File: config.mk
export PLATFORM = sky130hd
export DESIGN_NAME = mult_div_unit
export DESIGN_NICKNAME = d
export VERILOG_FILES = /design/src/rtl/mult_div_pkg.sv /design/src/rtl/mult_div_unit.sv
export SDC_FILE = /design/constraint.sdc
export NUM_CORES = 1
export LEC_CHECK = 0
export ABC_AREA = 0
export CORE_MARGIN = 2
export CORE_UTILIZATION = 50
export DETAILED_ROUTE_END_ITERATION = 7
export PLACE_DENSITY = 0.67
export SETUP_SLACK_MARGIN = 0.05
export SYNTH_ARGS = -nofsm -noshare
export SYNTH_HDL_FRONTEND = slang
export SYNTH_SLANG_ARGS = --single-unit
File: constraint.sdc
create_clock -name clk -period 14.57 [get_ports clk]
set_input_delay 3.6425 -clock clk [delete_from_list [all_inputs] [get_ports clk]]
set_output_delay 3.6425 -clock clk [all_outputs]
set_load 0.005 [all_outputs]
File: src/rtl/mult_div_pkg.sv
// Shared constants for the iterative multiply/divide unit: operation
// encodings, FSM state encodings, iteration count and operand helpers.
package mult_div_pkg;

  // operation[1]: 1 = divide, 0 = multiply; operation[0]: 1 = signed
  typedef enum logic [1:0] {
    OP_MULTU = 2'b00,
    OP_MULT  = 2'b01,
    OP_DIVU  = 2'b10,
    OP_DIV   = 2'b11
  } op_e;

  typedef enum logic [1:0] {
    ST_IDLE = 2'b00,
    ST_BUSY = 2'b01,
    ST_DONE = 2'b10
  } state_e;

  // Iteration down-counter start value; the last BUSY cycle is at count 0.
  localparam logic [4:0] CNT_START = 5'd31;

  // Unsigned magnitude of an operand; 0x80000000 maps to 2^31 unchanged.
  function automatic logic [31:0] magnitude(input logic [31:0] v, input logic is_signed);
    return (is_signed && v[31]) ? (~v + 32'd1) : v;
  endfunction

  function automatic logic op_is_div(input logic [1:0] op);
    return (op == OP_DIVU) || (op == OP_DIV);
  endfunction

  function automatic logic op_is_signed(input logic [1:0] op);
    return (op == OP_MULT) || (op == OP_DIV);
  endfunction

endpackage

File: src/rtl/mult_div_unit.sv
// Iterative 32x32 multiply / 32/32 divide unit. One shift-add (multiply) or
// restoring (divide) step per BUSY cycle on operand magnitudes, sharing one
// 64-bit accumulator and one 33-bit adder. Signs are fixed up when the final
// step is written to `out`.
//
// state | meaning
// IDLE  | waiting for enable; operands latched on the start edge
// BUSY  | 32 iterations, counter runs 31 -> 0
// DONE  | one cycle with result on out; enable ignored
module mult_div_unit
  import mult_div_pkg::*;
(
  input  logic        clk,
  input  logic        rst_n,
  input  logic        enable,
  input  logic [31:0] value_1,
  input  logic [31:0] value_2,
  input  logic [1:0]  operation,
  output logic [63:0] out,
  output logic        in_operation
);

  state_e      state_q, state_d;
  logic [4:0]  cnt_q, cnt_d;
  logic [63:0] acc_q, acc_d;        // {hi, lo}: product / {remainder, quotient}
  logic [31:0] opb_q, opb_d;        // multiplicand or divisor magnitude
  logic [31:0] dvd_q, dvd_d;        // raw value_1, returned on divide by zero
  logic        div_q, div_d;
  logic        neg_q, neg_d;        // product / quotient sign
  logic        rem_neg_q, rem_neg_d;
  logic        div0_q, div0_d;
  logic [63:0] out_q, out_d;
  logic        busy_c;

  logic [32:0] add_a, add_b, sum;
  logic [63:0] step;
  logic [63:0] result;
  logic        sgn_c, sa_c, sb_c;

  // Shared adder: adds multiplicand to hi for multiply, subtracts divisor
  // from the shifted partial remainder for divide.
  always_comb begin
    add_a = div_q ? acc_q[63:31] : {1'b0, acc_q[63:32]};
    if (div_q)
      add_b = ~{1'b0, opb_q};
    else
      add_b = acc_q[0] ? {1'b0, opb_q} : 33'd0;
    sum = add_a + add_b + {32'd0, div_q};
  end

  // Next accumulator value for one iteration, plus the signed final result.
  always_comb begin
    if (div_q) begin
      if (!sum[32])
        step = {sum[31:0], acc_q[30:0], 1'b1};
      else
        step = {acc_q[62:0], 1'b0};
    end else begin
      step = {sum, acc_q[31:1]};
    end

    if (div_q) begin
      if (div0_q)
        result = {dvd_q, 32'hFFFF_FFFF};
      else
        result = {(rem_neg_q ? (~step[63:32] + 32'd1) : step[63:32]),
                  (neg_q     ? (~step[31:0]  + 32'd1) : step[31:0])};
    end else begin
      result = neg_q ? (~step + 64'd1) : step;
    end
  end

  // FSM next state, operand capture and busy flag.
  always_comb begin
    state_d   = state_q;
    cnt_d     = cnt_q;
    acc_d     = acc_q;
    opb_d     = opb_q;
    dvd_d     = dvd_q;
    div_d     = div_q;
    neg_d     = neg_q;
    rem_neg_d = rem_neg_q;
    div0_d    = div0_q;
    out_d     = out_q;
    busy_c    = 1'b0;
    sgn_c     = op_is_signed(operation);
    sa_c      = sgn_c & value_1[31];
    sb_c      = sgn_c & value_2[31];

    case (state_q)
      ST_IDLE: begin
        if (enable) begin
          busy_c    = 1'b1;
          state_d   = ST_BUSY;
          cnt_d     = CNT_START;
          div_d     = op_is_div(operation);
          neg_d     = sa_c ^ sb_c;
          rem_neg_d = sa_c;
          acc_d     = {32'd0, magnitude(value_1, sgn_c)};
          opb_d     = magnitude(value_2, sgn_c);
          dvd_d     = value_1;
          div0_d    = (value_2 == 32'd0);
        end
      end
      ST_BUSY: begin
        busy_c = 1'b1;
        acc_d  = step;
        cnt_d  = cnt_q - 5'd1;
        if (cnt_q == 5'd0) begin
          state_d = ST_DONE;
          cnt_d   = 5'd0;
          out_d   = result;
        end
      end
      ST_DONE: begin
        state_d = ST_IDLE;
      end
      default: begin
        state_d = ST_IDLE;
      end
    endcase
  end

  assign in_operation = rst_n & busy_c;
  assign out          = out_q;

  // State and datapath registers with synchronous active-low reset.
  always_ff @(posedge clk) begin
    if (!rst_n) begin
      state_q   <= ST_IDLE;
      cnt_q     <= 5'd0;
      acc_q     <= 64'd0;
      opb_q     <= 32'd0;
      dvd_q     <= 32'd0;
      div_q     <= 1'b0;
      neg_q     <= 1'b0;
      rem_neg_q <= 1'b0;
      div0_q    <= 1'b0;
      out_q     <= 64'd0;
    end else begin
      state_q   <= state_d;
      cnt_q     <= cnt_d;
      acc_q     <= acc_d;
      opb_q     <= opb_d;
      dvd_q     <= dvd_d;
      div_q     <= div_d;
      neg_q     <= neg_d;
      rem_neg_q <= rem_neg_d;
      div0_q    <= div0_d;
      out_q     <= out_d;
    end
  end

endmodule

Yosys cells after proc, flatten, opt, wreduce, memory -nomap -nowiden. Cells that the tools add are included.

Output and inout bits: 65. Memories: 0. Input port bits: 69. Register bits after elaboration: 203. Memory bits (read-only): 0. Latch bits: 0. Bits in writable memories: 0.

Equality and inequality tests: 6. Shift operators: 0. $lt $le $gt $ge: 0. Muxes and demuxes: 22. Multiply operators: 0. Reductions and logical operators: 12. Bitwise gates (word level): 10. Div/mod/pow operators: 0. Add/sub/neg operators: 8.

Operators with widths (count): $mux 64 (6); $mux 32 (5); $add 32x1->32 const B (4); $not 32->32 (4); $pmux 64 s2 (1); $mux 33 (2); $add 64x1->64 const B (1); $not 64->64 (1); $add 33x1->33 (1); $add 33x33->33 (1); $not 32->33 (1); $logic_not 32->1 (1); $mux 5 (2); $pmux 5 s2 (1); $reduce_and 2->1 (4); $logic_not 5->1 (1); $sub 5x1->5 const B (1); $eq 2x1->1 const B (2); $eq 2x2->1 const B (2); $mux 2 (2); $ne 2x2->1 const B (2); $pmux 2 s2 (1); $and 1x1->1 (3); $logic_and 1x1->1 (2); other kinds (6) (7).

Logic depth before layout (Yosys ltp).
Depth after elaboration: 11. Mapped depth: 37.

Worst setup path after synthesis. No wires, ideal clock.

Path kind: flip-flop to flip-flop. Start point: register div_q. End point: register out_q[48] (netlist: out[48]). Setup time: 0.095 ns. Cell stages (with the launch flop): 34. Data required time: 14.475 ns. Clock period less this slack: 8.321 ns. Slack: 6.249 ns. Buffers on the path: 13. Arrival time: 8.225 ns. Cell sequence: dfxtp_1 -> buf_2 -> clkbuf_1 -> buf_1 -> clkbuf_1 -> buf_2 -> buf_2 -> buf_1 -> clkbuf_1 -> buf_1 -> clkbuf_1 -> mux2_2 -> fa_1 -> inv_1 -> fa_1 -> nand2b_1 -> a21oi_1 -> o211ai_4 -> a21bo_1 -> buf_6 -> nand3_1 -> nand2_1 -> clkbuf_1 -> clkbuf_1 -> o21ai_0 -> a21oi_1 -> ha_1 -> o21ai_0 -> or4_4 -> nand2b_4 -> or2_4 -> o41ai_2 -> xor2_1 -> a221oi_1.

Word-level cells in the longest chain between the ends: 10. Elaborated cells on any way between the ends: 14.

Ends and longest elaborated chain: start, declared (line mult_div_unit.sv:28) `logic div_q, div_d;`; start signal, assigned (line mult_div_unit.sv:146) `div_q <= div_d;`; $mux 33 (on tied branches) (line mult_div_unit.sv:43, mult_div_unit.sv:44); $add 33x33->33 (line mult_div_unit.sv:48) `sum = add_a + add_b + {32'd0, div_q};`; $add 33x1->33 (line mult_div_unit.sv:48); $mux 64 (line mult_div_unit.sv:54) `if (!sum[32])`; $mux 64 (line mult_div_unit.sv:53) `if (div_q) begin`; $not 32->32 (line mult_div_unit.sv:66) `result = {(rem_neg_q ? (~step[63:32] + 32'd1) : step[63:32]),`; $add 32x1->32 (line mult_div_unit.sv:66); $mux 32 (line mult_div_unit.sv:66); $mux 64 (line mult_div_unit.sv:63) `if (div0_q)`; $mux 64 (*) (line mult_div_unit.sv:62) `if (div_q) begin`; end signal, assigned (line mult_div_unit.sv:150) `out_q <= out_d;`; end, declared (line mult_div_unit.sv:32) `logic [63:0] out_q, out_d;`.

Every way passes the cells marked *; elsewhere a longest branch is shown, timed or not. A chain may end at the register's enable or synchronous reset.

Worst setup path in the final report.
Start point: input port enable. End point: output port in_operation.

Word-level cells in the longest chain between the ends: 3.

Ends and longest elaborated chain: start, declared (line mult_div_unit.sv:15) `input logic enable,`; $mux 1 (line mult_div_unit.sv:92) `if (enable) begin`; $pmux 1 s2 (line mult_div_unit.sv:90) `case (state_q)`; $and 1x1->1 (line mult_div_unit.sv:124) `assign in_operation = rst_n & busy_c;`; end, declared (line mult_div_unit.sv:20) `output logic in_operation`.

Every way passes these cells.

==> flow_metrics.tcl <==
set metrics [dict create \
    status "finished clean" \
    antenna_found_initial 0 \
    synthXorXnorAreaFrac_pct 8.353 \
    layout-drive-gt1-share_pct 7.458 \
    coreArea_sq_um 31390 \
    via_count 16610 \
    gp_congestion 0.9906 \
    cts-root-buf "clkbuf_16" \
    finalPower_mw 1.871 \
    yosysSeqAreaShare_pct 25.67 \
    wirelength_mm 55.50 \
    finClkSkew_ns 0.02196 \
    viasPerCell 6.384 \
    synth_ff_type "dfxtp_1" \
    htree_levels 1 \
    p_leak_nw 6.677 \
    first_global_vias 15010 \
    synthMuxAreaShare_pct 5.255 \
    setup_viol 0 \
    grt_pass1_wl_mm 86.04 \
    synth_simple_gate_area_share_pct 23.46 \
    synth_edf_count 0 \
    cp-end-kind "primary output" \
    fp.dieH_um 181.9 \
    fillers 2997 \
    fin_crit_ns 9.476 \
    grt_overflow 0 \
    io_pins 134 \
    setup.worst_path.class "in -> out" \
    drt_iter0_markers 2058 \
    cts.sinks 203 \
    start_util_pct 50.43 \
    cp.required_ns 10.93 \
    final_max_slew_viol_count 0 \
    synthCells 2161 \
    power_density_nw_per_um2 104.0 \
    cts_tree "done" \
    startpoint_type "input pin" \
    max_freq_mhz 105.5 \
    synth_top_family_by_area "compound AO/OA/AOI/OAI gates" \
    syn_to_final_growth_pct 13.58 \
    design_area_sq_um 17980 \
    routedWlPerCell_um 21.34 \
    cp.arrival_ns 5.83 \
    crit_path_max_fanout 66 \
    synth-seq-cells 203 \
    port_buffers 133 \
    antenna_cells 0 \
    rsz0062_at_grt "no" \
    fp.dieW_um 181.9 \
    synth.distinct_cells 99 \
    nNetsFinal 2293 \
    grt_max_degree 160 \
    synth-adder-area-share_pct 3.177 \
    ctsHoldBuffers 0 \
    drc 0 \
    hold_viol 0 \
    grt_use_total_pct 32.77 \
    cts_resized 0 \
    dpl.hpwl_mm 41.02 \
    clockBufferDepth 3 \
    firstDrtPassIters 5 \
    final.setup.tns_ns 0 \
    relSlewSlack_pct 9.033 \
    async_reset_ff_share_pct 0 \
    cts.clk_slew.worst_paths_ns 0.06 \
    place_area_sq_um 17220 \
    cts-buffers-inserted 26 \
    synth_area_per_cell_sq_um 7.327 \
    syn_area_sq_um 15830 \
    dieArea_sq_um 33100 \
    post-cts-setup-buffers 0 \
    antenna_left 0 \
    post-route-period-util_pct 65.04 \
    syn-num-nets 2269 \
    synth_compound_area_share_pct 29.10 \
    max_slew.worst_pin.slew_ns 1.359 \
    min_path_type "reg -> reg" \
    rows 65 \
    clk_latency_ns 0.56 \
    yosysWarnings 0 \
    maxCapViolCount 0 \
    max-vdd-ir-drop_mv 0.1005 \
]
-- stage by stage --
step	std cells	utilization [%]	setup slack [ns]	hold WS (ns)
after floorplan	2161	-	6.249	0.4360
after global placement	2559	54.87	5.129	0.4343
after detailed placement	2559	54.87	5.139	0.4381
after CTS	2601	57.29	5.124	0.4458
after global routing	2601	57.29	4.971	0.4743
final	2601	57.29	5.094	0.4483
-- synth_stat cells (37+ instances only) --
cell type / n / share of area, %
a31oi_1: 37 / 1.5
nor3_1: 41 / 1.3
mux2i_1: 37 / 2.3
a21boi_0: 39 / 1.8
xnor2_1: 89 / 4.9
nand2_1: 282 / 6.7
clkbuf_1: 119 / 2.8
mux2_2: 41 / 2.9
dfxtp_1: 203 / 26
a21oi_1: 183 / 5.8
nor2_1: 193 / 4.6
o21ai_0: 194 / 6.1
xor2_1: 62 / 3.4
ha_1: 37 / 2.9
nand3_1: 90 / 2.8
-- critical path, cell delays in order --
cell,delay [ns]
clkdlybuf4s50_1,0.50
and2_4,0.55
nor2_2,0.04
buf_4,0.25
nor2_1,0.25
clkdlybuf4s50_1,0.56
-- cells in the final DEF, fill, tap and decap left out, drive strengths merged, types with 26 or more instances in the layout --
cell and n:
nand2 283, dfxtp 203, o21ai 203, nor2 193, a21oi 188, clkdlybuf4s50 132
nand3 90, xnor2 89, xor2 62, nor3 43, mux2 41, a21boi 41
a31oi 38, mux2i 37, ha 37, inv 37, clkbuf 34, o211a 33
or3 33, a221oi 32, o31ai 26
-- layer usage --
| layer | part of all wire, % | global-route usage, % | wire [um] | up-vias |
|---|---|---|---|---|
| met2 | 44 | 52.48 | 24600 | 727 |
| met1 | 45 | 46.47 | 24870 | 7896 |
| li1 | - | - | - | 7899 |
| met4 | 3.1 | 9.806 | 1700 | 0 |
| met5 | 0 | 0 | 0 | - |
| met3 | 7.8 | 3.570 | 4326 | 84 |
-- area by class of cell --
| cell class | count | area, sq um | area share [%] |
|---|---|---|---|
| Inverter | 36 | 135.1 | 0.7514 |
| Multi-Input combinational cell | 1761 | 11000 | 61.14 |
| Tap cell | 402 | 503.0 | 2.797 |
| Clock inverter | 8 | 58.81 | 0.3270 |
| Clock buffer | 34 | 700.7 | 3.896 |
| Sequential cell | 203 | 4069 | 22.63 |
| Timing Repair Buffer | 157 | 1521 | 8.460 |
-- where the power goes --
group	switching [mW]	internal (mW)	leakage [nW]
logic	0.395	0.230	4.64
registers	0.0489	0.603	1.66
clock network	0.259	0.336	0.377
-- cell families (layout without fill, tap and decap cells) --
kind of cell | count (synthesis) | after routing
and+or+nand+nor | 792 | 792
DFF | 203 | 203
xor gates and xnor gates | 151 | 151
muxes | 78 | 78
buffers and inverters | 197 | 235
adders and majority gates | 39 | 39
AOI/OAI and AO/OA | 701 | 701
-- worst paths after layout --
kind / startpoint / end / slack [ns] / cells after the start
worst min register to register: out[35] / out[35] / 0.45 / 2
worst min-delay path: out[35] / out[35] / 0.45 / 2
worst max-delay path: enable / in_operation / 5.09 / 6
worst max register to register: div_q / out[48] / 6.59 / 24
-- state kept, by name, summed over array words and instances (netlist names) --
name,count
acc_q,64
cnt_q,5
div0_q,1
div_q,1
dvd_q,32
neg_q,1
opb_q,32
out,64
rem_neg_q,1
state_q,2
No activity file was read; power rests on OpenSTA's default activity.
